==> config.mk <==
export PLATFORM = sky130hd
export DESIGN_NAME = vu_viu_issue_seq
export DESIGN_NICKNAME = d
export VERILOG_FILES = /design/src/rtl/vu_viu_issue_seq_pkg.sv /design/src/rtl/vu_viu_issue_pipe.sv /design/src/rtl/vu_viu_issue_seq.sv
export SDC_FILE = /design/constraint.sdc
export NUM_CORES = 1
export LEC_CHECK = 0
export BUFFER_PORTS_ARGS = -buffer_cell sky130_fd_sc_hd__buf_2
export CORE_MARGIN = 2
export CORE_UTILIZATION = 24
export DETAILED_ROUTE_END_ITERATION = 16
export PLACE_DENSITY_LB_ADDON = 0.12
export SYNTH_ARGS = -nofsm -noshare
export SYNTH_HDL_FRONTEND = slang
export SYNTH_SLANG_ARGS = --single-unit
==> constraint.sdc <==
create_clock -name clk -period 2.8 [get_ports clk]
set_input_delay 0 -clock clk [delete_from_list [all_inputs] [get_ports clk]]
set_output_delay 0 -clock clk [all_outputs]
set_load 0.005 [all_outputs]
==> src/rtl/vu_viu_issue_seq_pkg.sv <==
// vu_viu_issue_seq_pkg: shared widths and FSM state encoding for the VIU issue sequencer.
//   SZ_VIU_FN / SZ_VLEN : existing VIU function-word and element-index widths
//   state_e             : sequencer states IDLE, ISSUE, DRAIN
package vu_viu_issue_seq_pkg;
    localparam int SZ_VIU_FN = 11;
    localparam int SZ_VLEN = 11;
    typedef enum logic [1:0] {IDLE, ISSUE, DRAIN} state_e;
endpackage

==> src/rtl/vu_viu_issue_pipe.sv <==
// vu_viu_issue_pipe: s1/s2 valid+payload shift register aligning utidx and write address with the ALU.
//   clk, reset          : clock, synchronous active-high reset (clears valids only)
//   in_val/in_wen       : issue strobe from the sequencer, latched write enable
//   in_utidx/in_waddr   : element index and destination address of the issued element
//   s1_val/s1_utidx     : operand-read stage, feeds the ALU controls
//   s2_val/s2_waddr     : ALU stage, feeds write-back
module vu_viu_issue_pipe #(
    parameter int VLEN_W = 11,
    parameter int ADDR_W = 8
) (
    input  logic              clk,
    input  logic              reset,
    input  logic              in_val,
    input  logic              in_wen,
    input  logic [VLEN_W-1:0] in_utidx,
    input  logic [ADDR_W-1:0] in_waddr,
    output logic              s1_val,
    output logic [VLEN_W-1:0] s1_utidx,
    output logic              s2_val,
    output logic [ADDR_W-1:0] s2_waddr
);
    logic [ADDR_W-1:0] s1_waddr;

    always_ff @(posedge clk) begin
        if (reset) begin
            s1_val <= 1'b0;
            s2_val <= 1'b0;
        end else begin
            s1_val <= in_val;
            s2_val <= s1_val & in_wen;
        end
        s1_utidx <= in_utidx;
        s1_waddr <= in_waddr;
        s2_waddr <= s1_waddr;
    end
endmodule

==> src/rtl/vu_viu_issue_seq.sv <==
// vu_viu_issue_seq: element sequencer feeding operand reads and controls to the banked vector integer ALU.
//   cmd_*          : one-at-a-time command handshake (fn, vlen, wen, source/destination bases)
//   stall          : bank/port conflict, blocks new issue only
//   rd_en/rd_addrK : register-file operand reads, baseK + element index
//   alu_*          : ALU controls, one cycle after the read
//   wb_val/wb_addr : write-back slot, two cycles after the read
//   busy/done      : command in progress / one-cycle drain-complete pulse
module vu_viu_issue_seq
    import vu_viu_issue_seq_pkg::*;
#(
    parameter int FN_W = SZ_VIU_FN,
    parameter int VLEN_W = SZ_VLEN,
    parameter int ADDR_W = 8
) (
    input  logic              clk,
    input  logic              reset,
    input  logic              cmd_val,
    output logic              cmd_rdy,
    input  logic [FN_W-1:0]   cmd_fn,
    input  logic [VLEN_W:0]   cmd_vlen,
    input  logic              cmd_wen,
    input  logic [ADDR_W-1:0] cmd_base0,
    input  logic [ADDR_W-1:0] cmd_base1,
    input  logic [ADDR_W-1:0] cmd_based,
    input  logic              stall,
    output logic              rd_en,
    output logic [ADDR_W-1:0] rd_addr0,
    output logic [ADDR_W-1:0] rd_addr1,
    output logic              alu_val,
    output logic              alu_wen,
    output logic [FN_W-1:0]   alu_fn,
    output logic [VLEN_W-1:0] alu_utidx,
    output logic              wb_val,
    output logic [ADDR_W-1:0] wb_addr,
    output logic              busy,
    output logic              done
);
    state_e            state, state_n;
    // cnt is one bit wider than utidx so vlen = 2^VLEN_W reaches its last element without wrapping
    logic [VLEN_W:0]   cnt, cnt_n, vlen_q;
    logic [FN_W-1:0]   fn_q;
    logic              wen_q;
    logic [ADDR_W-1:0] base0_q, base1_q, based_q, cnt_a;
    logic              s1_val;

    assign cnt_a    = ADDR_W'(cnt);
    assign rd_addr0 = base0_q + cnt_a;
    assign rd_addr1 = base1_q + cnt_a;
    assign busy     = state != IDLE;
    assign alu_val  = s1_val;
    assign alu_wen  = s1_val & wen_q;
    assign alu_fn   = fn_q;

    always_ff @(posedge clk) begin
        if (reset) begin
            state <= IDLE;
            cnt   <= '0;
        end else begin
            state <= state_n;
            cnt   <= cnt_n;
        end
        if (cmd_rdy && cmd_val) begin
            fn_q    <= cmd_fn;
            vlen_q  <= cmd_vlen;
            wen_q   <= cmd_wen;
            base0_q <= cmd_base0;
            base1_q <= cmd_base1;
            based_q <= cmd_based;
        end
    end

    always_comb begin
        state_n = state;
        cnt_n   = cnt;
        cmd_rdy = 1'b0;
        rd_en   = 1'b0;
        done    = 1'b0;
        unique case (state)
            IDLE: begin
                cmd_rdy = 1'b1;
                if (cmd_val) begin
                    cnt_n   = '0;
                    state_n = (cmd_vlen != '0) ? ISSUE : DRAIN;
                end
            end
            ISSUE: begin
                if (!stall) begin
                    rd_en   = 1'b1;
                    cnt_n   = cnt + 1'b1;
                    state_n = (cnt == vlen_q - 1'b1) ? DRAIN : ISSUE;
                end
            end
            DRAIN: begin
                // the last element is in s2 once s1 is empty, so write-back completes this cycle
                if (!s1_val) begin
                    done    = 1'b1;
                    state_n = IDLE;
                end
            end
            default: state_n = IDLE;
        endcase
    end

    vu_viu_issue_pipe #(.VLEN_W(VLEN_W), .ADDR_W(ADDR_W)) u_pipe (
        .clk      (clk),
        .reset    (reset),
        .in_val   (rd_en),
        .in_wen   (wen_q),
        .in_utidx (cnt[VLEN_W-1:0]),
        .in_waddr (based_q + cnt_a),
        .s1_val   (s1_val),
        .s1_utidx (alu_utidx),
        .s2_val   (wb_val),
        .s2_waddr (wb_addr)
    );
endmodule

==> flow_metrics.tcl <==
set metrics [dict create \
    post-synth-top-count-cell "edfxtp_1" \
    first_iter_violations 155 \
    fp.dieW_um 132 \
    fin_nets 562 \
    cpMaxStageDelayCell "dfxtp_1" \
    hold_violations 0 \
    crit_chain "ha_1, a21oi_1, nand2b_1, a21boi_0, o41a_1, xnor2_1, buf_2" \
    holdCritStartpoint "cmd_val" \
    r2r-start "vlen_q[5]" \
    routed.top_layer "met4" \
    cts_buffers 9 \
    p_per_area_nw_per_um2 549 \
    finClkSkew_ns 0.00733 \
    power.internal_mw 2.34 \
    place_ws_ns 0.417 \
    netlist_area_sq_um 3920 \
    syn_to_final_growth_pct 41.7 \
    synth_cell_types 46 \
    rsz0062_at_grt "no" \
    met1_length_mm 4.43 \
    grt_usage 0.113 \
    wl_per_cell_um 13.6 \
    critical_path_arrival_ns 2.47 \
    ir_drop_v 0.000275 \
    via_count 2855 \
    fmax_mhz 404 \
    yosys_warnings 0 \
    grt_pass1_wl_mm 15.3 \
    die_h_um 132 \
    root_buffer "clkbuf_16" \
    required_ns 2.80 \
    wl_met2_mm 4.55 \
    avgSynthCellArea_sq_um 12.3 \
    synthDominantCellAreaShare 0.367 \
    hold_class "in -> reg" \
    cp_top_family "compound AO/OA/AOI/OAI gates" \
    start_util 0.246 \
    dp_hpwl_mm 7.03 \
    drive_above_1_share 0.270 \
    grt_pass1_vias 2960 \
    antenna_found_initial 0 \
    maxCapViolCount 0 \
    critPathMaxFanout 11 \
    drt_pre_antenna_iters 4 \
    overflow 0 \
    cts_tree "built" \
    worstPathBufferInverterCount 1 \
    fin_setup_tns_ns 0 \
    clockPowerShare 0.422 \
    ys_seq_elements 91 \
    outcome "completed" \
    synthArstFlopShare 0 \
    cp-end-kind "output pin" \
    synth_common_cells "48 x edfxtp_1, 43 x dfxtp_1, 31 x nor2_1, 26 x xnor2_1, 23 x ha_1" \
    ant_nets 0 \
    via_per_inst 4.05 \
    syn_nets 396 \
    syn-instance-count 318 \
    slew_violations 0 \
    routed_wl_mm 9.57 \
    setup.worst_path.class "reg -> out" \
    p_switching_mw 0.717 \
    num_antenna_cells 0 \
    max_stage_delay_ns 0.65 \
    worstMarginPinSlew_ns 0.601 \
    fp-row-count 46 \
    core_sq_um 15900 \
    ys_seq_area_frac 0.587 \
    cts.htree.levels 3 \
    cp-start-kind "flip-flop" \
    cts_num_sinks 91 \
    synth_edf_count 48 \
    final-setup-viol-count 0 \
    gp_congestion 0.780 \
    routed-wl-met3_um 347 \
    drc 0 \
    clkSlewWorstSetupHoldPaths_ns 0.07 \
    comb_power_share 0.087 \
    clock_path_buffers 2 \
    post_cts_buffers 0 \
    pwr-share-seq 0.491 \
    clk_latency_ns 0.34 \
    whs_ns 0.0910 \
    fin_crit_sh 0.883 \
    power.leakage_nw 2.31 \
    swShare 0.235 \
    synth_ff_type "edfxtp_1" \
    synth_area_leader_cell "edfxtp_1" \
    fin_ws_ns 0.327 \
    fin_crit_ns 2.47 \
    num_io_pins 105 \
    die-area_sq_um 17400 \
    ys_top_cells_by_area "edfxtp_1 37%, dfxtp_1 22%, ha_1 7.3%, xnor2_1 5.8%, xor2_1 3.3%" \
    io_buffers 104 \
    startpoint "cnt[2]" \
    slew_headroom 0.599 \
    grt_max_degree 30 \
]
-- per-layer routing --
layer / vias to the layer above / global-route usage
li1: 1456 / -
met1: 1326 / 0.139
met2: 60 / 0.187
met3: 13 / 0.0296
met4: 0 / 0.0525
met5: - / 0
-- sequential cells by signal, summed over array words and instances (netlist names) --
register and flops:
based_q 8, u_pipe.s1_val 1, base0_q 8, wen_q 1, u_pipe.s1_waddr 8, alu_fn 11, vlen_q 12, cnt 12
u_pipe.s2_val 1, state 2, u_pipe.s1_utidx 11, u_pipe.s2_waddr 8, base1_q 8
-- placed cells by master, fill, tap and decap left out, types with 15 or more instances in the layout --
master         Yosys  layout
dlygate4sd3_1      0      50
xnor2_1           26      26
inv_1             19      19
edfxtp_1          48      48
ha_1              23      23
buf_2              1     104
nor2_1            31      31
xor2_1            15      15
dfxtp_1           43      41
-- worst reg2reg max path, stage by stage, from the launching register on --
cell,delay [ns]
edfxtp_1,0.48
or3_1,0.48
or3b_1,0.38
xnor2_1,0.13
nor4_1,0.30
nand4_1,0.19
o31a_1,0.32
-- worst paths after layout --
kind | to | slack, ns | depth (start not counted)
hold / removal | state[0] | 0.09 | 4
setup reg to reg | state[0] | 0.41 | 6
hold reg to reg | u_pipe.s2_waddr[2] | 0.33 | 0
setup / recovery | rd_addr1[7] | 0.33 | 7
-- logic make-up (layout without fill, tap and decap cells) --
| group | Yosys count | count (layout) | synth area share |
|---|---|---|---|
| AOI/OAI and AO/OA | 38 | 38 | 0.0695 |
| xor gates and xnor gates | 41 | 41 | 0.0915 |
| adders and majority gates | 26 | 26 | 0.0886 |
| buffers and inverters | 22 | 193 | 0.0214 |
| DFF | 91 | 91 | 0.587 |
| muxes | 3 | 3 | 0.00765 |
| and+or+nand+nor | 97 | 97 | 0.135 |
-- power by group through the flow --
stage               combinational (mW)  sequential, mW  clock (mW)
floorplan                        0.103            1.53           0
global placement                 0.217            1.53           0
detailed placement               0.218            1.53           0
CTS                              0.273            1.50        1.35
global route                     0.298            1.51        1.40
finish                           0.266            1.50        1.29
-- area by class of cell --
cell class / instances / area [sq um]
clock buffer: 9 / 225
clock inverter: 7 / 87.6
fill: 1609 / 10400
inverter: 19 / 71.3
multi-input combinational: 205 / 1540
sequential: 91 / 2300
tap: 216 / 270
timing repair buffer: 158 / 1060
-- per-stage QoR --
step                      power, mW  instances  cell area (sq um)  utilization
after floorplan                1.63        318               3920            -
after global placement         1.75        639               4750        0.298
after detailed placement       1.75        639               4750        0.298
after global routing           3.21        705               5560        0.349
after CTS                      3.12        705               5560        0.349
final                          3.06        705               5560        0.349
-- what timing repair did --
action | in CTS | in global routing
gates resized for setup | 0 | 2
endpoints found under the setup margin | 0 | 2
hold buffers | 50 | 0
hold endpoints to repair | 52 | 0
Power figures use the tool's default switching activity.
